===== src/rtl/echo_request_input_pkg.sv =====
// Portal definitions shared by the inbound demarshaller and the outbound marshaller,
// so that the tag value and the beat order are defined in one place.
package echo_request_input_pkg;

  localparam int unsigned FRAME_BEATS       = 3;
  localparam int unsigned DEFAULT_PORTAL_ID = 1;

  typedef enum logic [2:0] {
    ST_IDLE,
    ST_GOT_TAG,
    ST_GOT_METH,
    ST_DISPATCH,
    ST_DROP1,
    ST_DROP2
  } portal_state_e;

endpackage


===== src/rtl/echo_request_input.sv =====
// Receive-side portal demarshaller: reassembles {tag, meth, v} beat frames, dispatches
// frames carrying this portal's tag as one request, and counts the frames it discards.
module echo_request_input
  import echo_request_input_pkg::*;
#(
  parameter int unsigned PORTAL_ID  = DEFAULT_PORTAL_ID,
  parameter int unsigned DATA_WIDTH = 32,
  parameter int unsigned CNT_WIDTH  = 16
) (
  input  logic                  CLK,
  input  logic                  nRST,
  input  logic                  pipe_enq__ENA,
  input  logic [DATA_WIDTH-1:0] pipe_enq_v,
  output logic                  pipe_enq__RDY,
  output logic                  request_say__ENA,
  output logic [DATA_WIDTH-1:0] request_say_meth,
  output logic [DATA_WIDTH-1:0] request_say_v,
  input  logic                  request_say__RDY,
  output logic [CNT_WIDTH-1:0]  drop_count
);

  portal_state_e         state_q, state_d;
  logic [DATA_WIDTH-1:0] meth_q, meth_d;
  logic [DATA_WIDTH-1:0] v_q, v_d;
  logic [CNT_WIDTH-1:0]  drop_q, drop_d;
  logic                  accept;
  logic                  enq_rdy;
  logic                  say_ena;

  always_ff @(posedge CLK or negedge nRST) begin
    if (!nRST) begin
      state_q <= ST_IDLE;
      meth_q  <= '0;
      v_q     <= '0;
      drop_q  <= '0;
    end else begin
      state_q <= state_d;
      meth_q  <= meth_d;
      v_q     <= v_d;
      drop_q  <= drop_d;
    end
  end

  always_comb begin
    state_d = state_q;
    meth_d  = meth_q;
    v_d     = v_q;
    drop_d  = drop_q;
    enq_rdy = (state_q != ST_DISPATCH);
    accept  = pipe_enq__ENA && enq_rdy;
    say_ena = (state_q == ST_DISPATCH) && request_say__RDY;

    case (state_q)
      ST_IDLE: begin
        if (accept) begin
          // Full-width compare: a tag differing only in high bits is still foreign.
          if (pipe_enq_v == DATA_WIDTH'(PORTAL_ID)) state_d = ST_GOT_TAG;
          else                                       state_d = ST_DROP1;
        end
      end
      ST_GOT_TAG: begin
        if (accept) begin
          meth_d  = pipe_enq_v;
          state_d = ST_GOT_METH;
        end
      end
      ST_GOT_METH: begin
        if (accept) begin
          v_d     = pipe_enq_v;
          state_d = ST_DISPATCH;
        end
      end
      ST_DISPATCH: begin
        if (say_ena) state_d = ST_IDLE;
      end
      ST_DROP1: begin
        if (accept) state_d = ST_DROP2;
      end
      ST_DROP2: begin
        if (accept) begin
          state_d = ST_IDLE;
          if (drop_q != '1) drop_d = drop_q + CNT_WIDTH'(1);
        end
      end
      default: state_d = ST_IDLE;
    endcase
  end

  assign pipe_enq__RDY    = enq_rdy;
  assign request_say__ENA = say_ena;
  assign request_say_meth = meth_q;
  assign request_say_v    = v_q;
  assign drop_count       = drop_q;

endmodule


===== config.mk =====
export PLATFORM = sky130hd
export DESIGN_NAME = echo_request_input
export DESIGN_NICKNAME = d
export VERILOG_FILES = /design/src/rtl/echo_request_input_pkg.sv /design/src/rtl/echo_request_input.sv
export SDC_FILE = /design/constraint.sdc
export NUM_CORES = 1
export LEC_CHECK = 0
export CORE_MARGIN = 2
export CORE_UTILIZATION = 30
export DETAILED_ROUTE_END_ITERATION = 8
export PLACE_DENSITY = 0.59
export RECOVER_POWER = 25
export SYNTH_ARGS = -nofsm -noshare
export SYNTH_HDL_FRONTEND = slang
export SYNTH_SLANG_ARGS = --single-unit
export TNS_END_PERCENT = 10

===== constraint.sdc =====
create_clock -name CLK -period 1.6 [get_ports CLK]
set_input_delay 0.16 -clock CLK [delete_from_list [all_inputs] [get_ports CLK]]
set_output_delay 0.16 -clock CLK [all_outputs]
set_load 0.1 [all_outputs]

==> metrics.md, run 1 <==
| Metric | Value |
|---|---|
| Outcome | `finished, violations left` |
| Failing checks | `negative setup slack` |
| I/O pins | `118` |
| HP Class | `primary input to flip-flop` |
| GRT overflow | `0` |
| Setup violations, final | `1` |
| Crit path required time | `1.83 ns` |
| Clk slew on worst S/H paths | `0.06 ns` |
| R2R Path End | `drop_count[1]` |
| Sequential fraction of the synthesis area | `57.84%` |
| Hold Slack | `0.4773 ns` |
| GRT Total Usage | `15.41%` |
| Iter 0 DRT Violations | `83` |
| CTS tree | `done` |
| FF-to-FF path depth | `6` |
| Max Freq | `623.4 MHz` |
| ANT cells | `0` |
| Vias per std cell | `4.671` |
| Num rows | `39` |
| Largest net degree at the start of global routing | `48` |
| Max FO, Critical Path | `6` |
| Synthesized instance count | `239` |
| Die height | `113.4 um` |
| Synth area leaders | `dfrtp_1 (58%), mux2_4 (13%), mux2_2 (11%)` |
| Routability cong. | `0.7752` |
| Core Area | `0.01156 mm2` |
| Avg WL per Cell | `16.50 um` |
| CTS Sinks | `83` |
| Place WS | `-0.1882 ns` |
| Critical path arrival | `1.83 ns` |
| Final worst slack | `-0.004160 ns` |
| HP Start | `request_say__RDY` |
| Post-DP HPWL | `6.969 mm` |
| RSZ-0062 raised after global routing | `yes` |
| Clock insertion delay at the later pin of the skew report | `0.35 ns` |
| WHS Path Cells | `2` |
| Yosys reg bits | `83` |
| Yosys top cell by area | `dfrtp_1` |
| Synth Warn # | `0` |
| Die Area | `0.01286 mm2` |
| Via count | `2625` |
| Slew headroom | `33.72%` |
| Worst reg2reg path startpoint | `drop_count[1]` |
| Final Max Slew Viols | `0` |
| TritonRoute pass-1 iters | `4` |
| Max-cap violation count | `0` |
| Synth Net Count | `276` |
| Top FF cell, synth | `dfrtp_1` |
| Mean Syn Cell Area | `15.02 um2` |
| H-tree levels | `3` |
| Longest Clk Path Bufs | `2` |
| DRC viols | `0` |
| Final wirelength | `9.274 mm` |
| Crit path capture type | `flip-flop` |
| Least-Margin Pin Slew | `0.9942 ns` |
| Clock skew | `0.005270 ns` |
| Antenna violations before repair | `0` |
| Fin crit period | `1.604 ns` |
| P&R area growth vs syn | `80.52%` |
| Post-synthesis cell type count | `43` |
| CP Class | `flip-flop to flip-flop` |
| R2R Setup Slk | `-0.004 ns` |
| Tcrit/Tclk final | `100.3%` |
| Starting Density | `31.05%` |
| Synth async-reset ratio | `100.0%` |
| Final hold violations | `0` |
| Yosys top cell area share | `57.84%` |
| CP Launch Type | `flip-flop` |
| Port bufs | `117` |
| Root Buffer | `clkbuf_16` |
| Net count reported at finish | `451` |
| Cts bufs inserted | `9` |
| DRT antenna net count | `0` |
| Vias in the first global route | `2821` |
| Fraction of layout cells with a size suffix above 1 | `58.95%` |
| EDFF count, synth | `0` |
| Hold Path End | `state_q[1]` |
| Post-Syn Area | `0.003591 mm2` |
| First-pass GRT wire length | `15.08 mm` |
| Die W | `113.4 um` |
==> per-stage QoR <==
step	util, %	TNS (ns)	cell area (um2)	cells
2_1_floorplan	-	-0.6919	3638	239
3_3_place_gp	53.24	-9.019	6157	541
3_5_place_dp	53.24	-10.80	6157	541
4_1_cts	55.92	-0.01175	6467	560
5_1_grt	56.05	-0.1981	6482	562
6_report	56.05	-0.004160	6482	562
==> state kept, by name (all words and copies together) (netlist names) <==
| signal | count |
|---|---|
| request_say_meth | 32 |
| request_say_v | 32 |
| drop_count | 16 |
| state_q | 3 |
==> what timing repair did <==
item	4_1_cts	5_1_grt
setup endpoints to repair	29	7
hold buffers	1	0
endpoints found under the hold margin	36	0
pin swaps	0	4
gates resized for setup	2	3
setup buffers	2	2
==> synth_stat cells, types with 3 or more instances <==
| library cell | count |
|---|---|
| nand4_1 | 10 |
| nand2_1 | 8 |
| buf_6 | 4 |
| nand3_1 | 3 |
| nor2_1 | 7 |
| xnor2_1 | 10 |
| buf_4 | 3 |
| mux2_1 | 3 |
| dfrtp_1 | 83 |
| mux2_4 | 30 |
| nor4_1 | 7 |
| mux2_2 | 34 |
| nor2_2 | 3 |
==> how the worst max path moves through the flow <==
stage,start,end,depth (start not counted)
after floorplan,drop_count[1],drop_count[7],5
after global placement,pipe_enq__ENA,request_say_v[8],5
after detailed placement,pipe_enq__ENA,drop_count[1],6
after CTS,drop_count[0],drop_count[7],5
after global routing,drop_count[1],drop_count[7],6
final,drop_count[1],drop_count[1],6
==> worst max-delay path: stages (launching register included) <==
cell	delay, ns
dfrtp_4	0.49
ha_4	0.17
nand4_1	0.15
nor4_4	0.06
buf_4	0.15
nor2_2	0.11
mux2_2	0.35
==> cell families (layout without fill, tap and decap cells) <==
kind of cell             after synthesis  count (layout)  synth area share, %
adder cells (fa/ha/maj)                1               1               0.3484
buffers and inverters                 10             190                2.265
flip-flops                            83              83                57.84
multiplexers                          67              67                24.15
AO/OA/AOI/OAI                          9               9                1.951
XOR/XNOR                              12              12                2.927
AND/OR/NAND/NOR                       57              57                10.52
==> cell type report <==
cell class / count / area [um2]
Multi-Input combinational cell: 146 / 1460
Fill cell: 948 / 5082
Sequential cell: 83 / 2126
Tap cell: 143 / 178.9
Inverter: 1 / 3.754
Timing Repair Buffer: 173 / 2432
Clock inverter: 4 / 25.02
Clock buffer: 12 / 256.5
==> cell usage in the layout (no fill, tap or decap), drive strengths merged, types with 2 or more instances in the layout <==
cell type and count:
nand4 11, nand4b 2, xor2 2, dfrtp 83, nor2 10, buf 136, nand2 8, clkdlybuf4s50 34
nor3 3, clkbuf 14, nand3 4, xnor2 10, clkinv 2, nor4 8, and3 2, mux2 67
clkinvlp 2
==> routing by layer <==
layer  GRT usage, %  part of all wire (%)  wire length (um)  up-vias
met5              0                     0                 0        -
met2          25.95                    51              4692       66
met3          3.507                   4.4               406       13
met4          7.317                   2.4               220        0
met1          18.81                    43              3954     1320
li1               -                     -                 -     1226
Power of run 1 is left out: the tool's default activity adds up to more than one toggle a clock period on the data nets, which glitch-free logic cannot reach.
==> run 2, diff against run 1 <==
--- a/config.mk
+++ b/config.mk
@@ -5,6 +5,7 @@
 export SDC_FILE = /design/constraint.sdc
 export NUM_CORES = 1
 export LEC_CHECK = 0
+export CORE_ASPECT_RATIO = 0.9
 export CORE_MARGIN = 2
 export CORE_UTILIZATION = 30
 export DETAILED_ROUTE_END_ITERATION = 8
==> run 2 against run 1 <==
Net effect:
- the run still ends with negative setup slack left
- clock-buffer cell count is 1 higher
- sequential share of layout area is 0.27 points lower
- via count is 0.76% higher
- flip-flop and latch count stayed put
- worst hold slack worse by 0.049 ns
- routed wire length is 2.2% higher
- critical path type unchanged
- highest routed layer unchanged
==> metrics.md, run 2 (same netlist as run 1, synthesis figures left out) <==
| Metric | Value |
|---|---|
| CTS tree | `done (unchanged)` |
| Fraction of layout cells with a size suffix above 1 | `58.77% (was 58.95%)` |
| R2R Setup Slk | `-0.01 ns (was -0.004 ns)` |
| CP Class | `flip-flop to flip-flop (unchanged)` |
| Clock insertion delay at the later pin of the skew report | `0.33 ns (was 0.35 ns)` |
| Global Route met2 Usage | `26.11% (was 25.95%)` |
| CP endpoint | `drop_count[5] (was drop_count[1])` |
| Failing checks | `negative setup slack (unchanged)` |
| Setup violations, final | `2 (was 1)` |
| FF-to-FF path depth | `6 (unchanged)` |
| TritonRoute pass-1 iters | `4 (unchanged)` |
| Final Max Slew Viols | `0 (unchanged)` |
| GRT Max-Usage Layer | `met2 (unchanged)` |
| P&R area growth vs syn | `81.92% (was 80.52%)` |
| Met3 Use GR | `4.555% (was 3.507%)` |
| Antenna violations before repair | `0 (unchanged)` |
| R2R Path End | `drop_count[5] (was drop_count[1])` |
| Avg WL per Cell | `16.40 um (was 16.50 um)` |
| Iter 0 DRT Violations | `65 (was 83)` |
| DRT antenna net count | `0 (unchanged)` |
| Final hold violations | `0 (unchanged)` |
| GRT overflow | `0 (unchanged)` |
| ANT cells | `0 (unchanged)` |
| Critical path arrival | `1.87 ns (was 1.83 ns)` |
| Routability cong. | `0.7420 (was 0.7752)` |
| HP Class | `primary input to asynchronous set/reset pin (was primary input to flip-flop)` |
| Commonest non-fill, non-tap cell in the layout | `buf_12 (unchanged)` |
| Multi-input gate area | `0.001460 mm2 (unchanged)` |
| Largest net degree at the start of global routing | `43 (was 48)` |
| Cts bufs inserted | `9 (unchanged)` |
| Final wirelength | `9.482 mm (was 9.274 mm)` |
| Root Buffer | `clkbuf_16 (unchanged)` |
| Die Area | `0.01286 mm2 (about the same)` |
| Vias in the first global route | `2905 (was 2821)` |
| Via count | `2645 (was 2625)` |
| Worst reg2reg path startpoint | `drop_count[1] (unchanged)` |
| Clk slew on worst S/H paths | `0.06 ns (about the same)` |
| Outcome | `finished, violations left (unchanged)` |
| First-pass GRT wire length | `15.73 mm (was 15.08 mm)` |
| Least-Margin Pin Slew | `0.8109 ns (was 0.9942 ns)` |
| Fin crit period | `1.611 ns (was 1.604 ns)` |
| Die height | `107.8 um (was 113.4 um)` |
| DRC viols | `0 (unchanged)` |
| Hold Slack | `0.4285 ns (was 0.4773 ns)` |
| Post-DP HPWL | `7.108 mm (was 6.969 mm)` |
| Crit path capture type | `flip-flop (unchanged)` |
| Starting Density | `31.03% (was 31.05%)` |
| Crit path required time | `1.86 ns (was 1.83 ns)` |
| Worst setup path start | `drop_count[1] (unchanged)` |
| Most frequent cells in the layout | `buf_12 (84), dfrtp_1 (67), buf_4 (54) (was buf_12 (84), dfrtp_1 (66), buf_4 (52))` |
| CP Launch Type | `flip-flop (unchanged)` |
| Slew headroom | `45.94% (was 33.72%)` |
| Longest Clk Path Bufs | `2 (unchanged)` |
| Max FO, Critical Path | `5 (was 6)` |
| RSZ-0062 raised after global routing | `yes (unchanged)` |
| Final worst slack | `-0.01129 ns (was -0.004160 ns)` |
| Max Freq | `620.6 MHz (was 623.4 MHz)` |
| Die W | `119.3 um (was 113.4 um)` |
| Fillers | `943 (was 948)` |
| Vias per std cell | `4.576 (was 4.671)` |
| Core Area | `0.01157 mm2 (was 0.01156 mm2)` |
| H-tree levels | `3 (unchanged)` |
| Clock skew | `0.004825 ns (was 0.005270 ns)` |
| Net count reported at finish | `454 (was 451)` |
| Num rows | `37 (was 39)` |
| GRT met1 Usage | `19.84% (was 18.81%)` |
| I/O pins | `118 (unchanged)` |
| Register area | `0.002125 mm2 (was 0.002126 mm2)` |
| Tcrit/Tclk final | `100.7% (was 100.3%)` |
| Max-cap violation count | `0 (unchanged)` |
| Port bufs | `117 (unchanged)` |
| CTS Sinks | `83 (unchanged)` |
| GRT Total Usage | `15.79% (was 15.41%)` |
## run 2: what timing repair did
| item | 4_1_cts | 5_1_grt |
|---|---|---|
| pin swaps | 0 | 5 |
| hold buffers | 1 | 0 |
| endpoints found under the setup margin | 2 | 8 |
| resized for setup | 2 | 2 |
| endpoints found under the hold margin | 83 | 0 |
| setup buffers | 0 | 3 |
## run 2: worst min path at each step
stage	from	end	slack [ns]	cells after the start
after floorplan	nRST	drop_count[13]	-0.14	0
after global placement	nRST	request_say_v[4]	0.03	1
after detailed placement	nRST	request_say_meth[4]	0.03	1
after CTS	nRST	request_say_meth[4]	0.21	2
after global routing	pipe_enq_v[10]	request_say_meth[10]	0.50	2
final	nRST	request_say_meth[4]	0.43	2
## run 2: critical path: stages (launching register included)
cell,delay (ns)
dfrtp_4,0.42
ha_4,0.14
nand4_1,0.14
nor4_4,0.42
buf_4,0.18
nand3b_1,0.11
xnor2_1,0.12
## run 2: routing by layer
layer  up-vias  share of wire (%)
li1       1224                  -
met1      1340                 43
met2        69                 50
met3        12                5.4
met4         0                1.5
met5         -                  0
## run 2: area by class of cell
type,count,share of cell area [%]
repair buffers,176,37.62
flip-flops and latches,83,32.52
multi-input cells,146,22.35
clock buffers,13,4.137
well taps,156,2.988
clock inverters,3,0.3256
inverters,1,0.05746
## run 2: through the flow
step,cells,setup TNS [ns],setup slack [ns],util (%),cell area (um2)
4_1_cts,575,-0.002964,-0.002964,56.27,6513
2_1_floorplan,239,-0.6919,-0.1617,-,3638
3_5_place_dp,558,-2.920,-0.2145,53.60,6203
6_report,578,-0.02114,-0.01129,56.44,6533
3_3_place_gp,558,-2.806,-0.2026,53.60,6203
5_1_grt,578,-0.4428,-0.08724,56.44,6533
Power of run 2 is left out for the same reason.
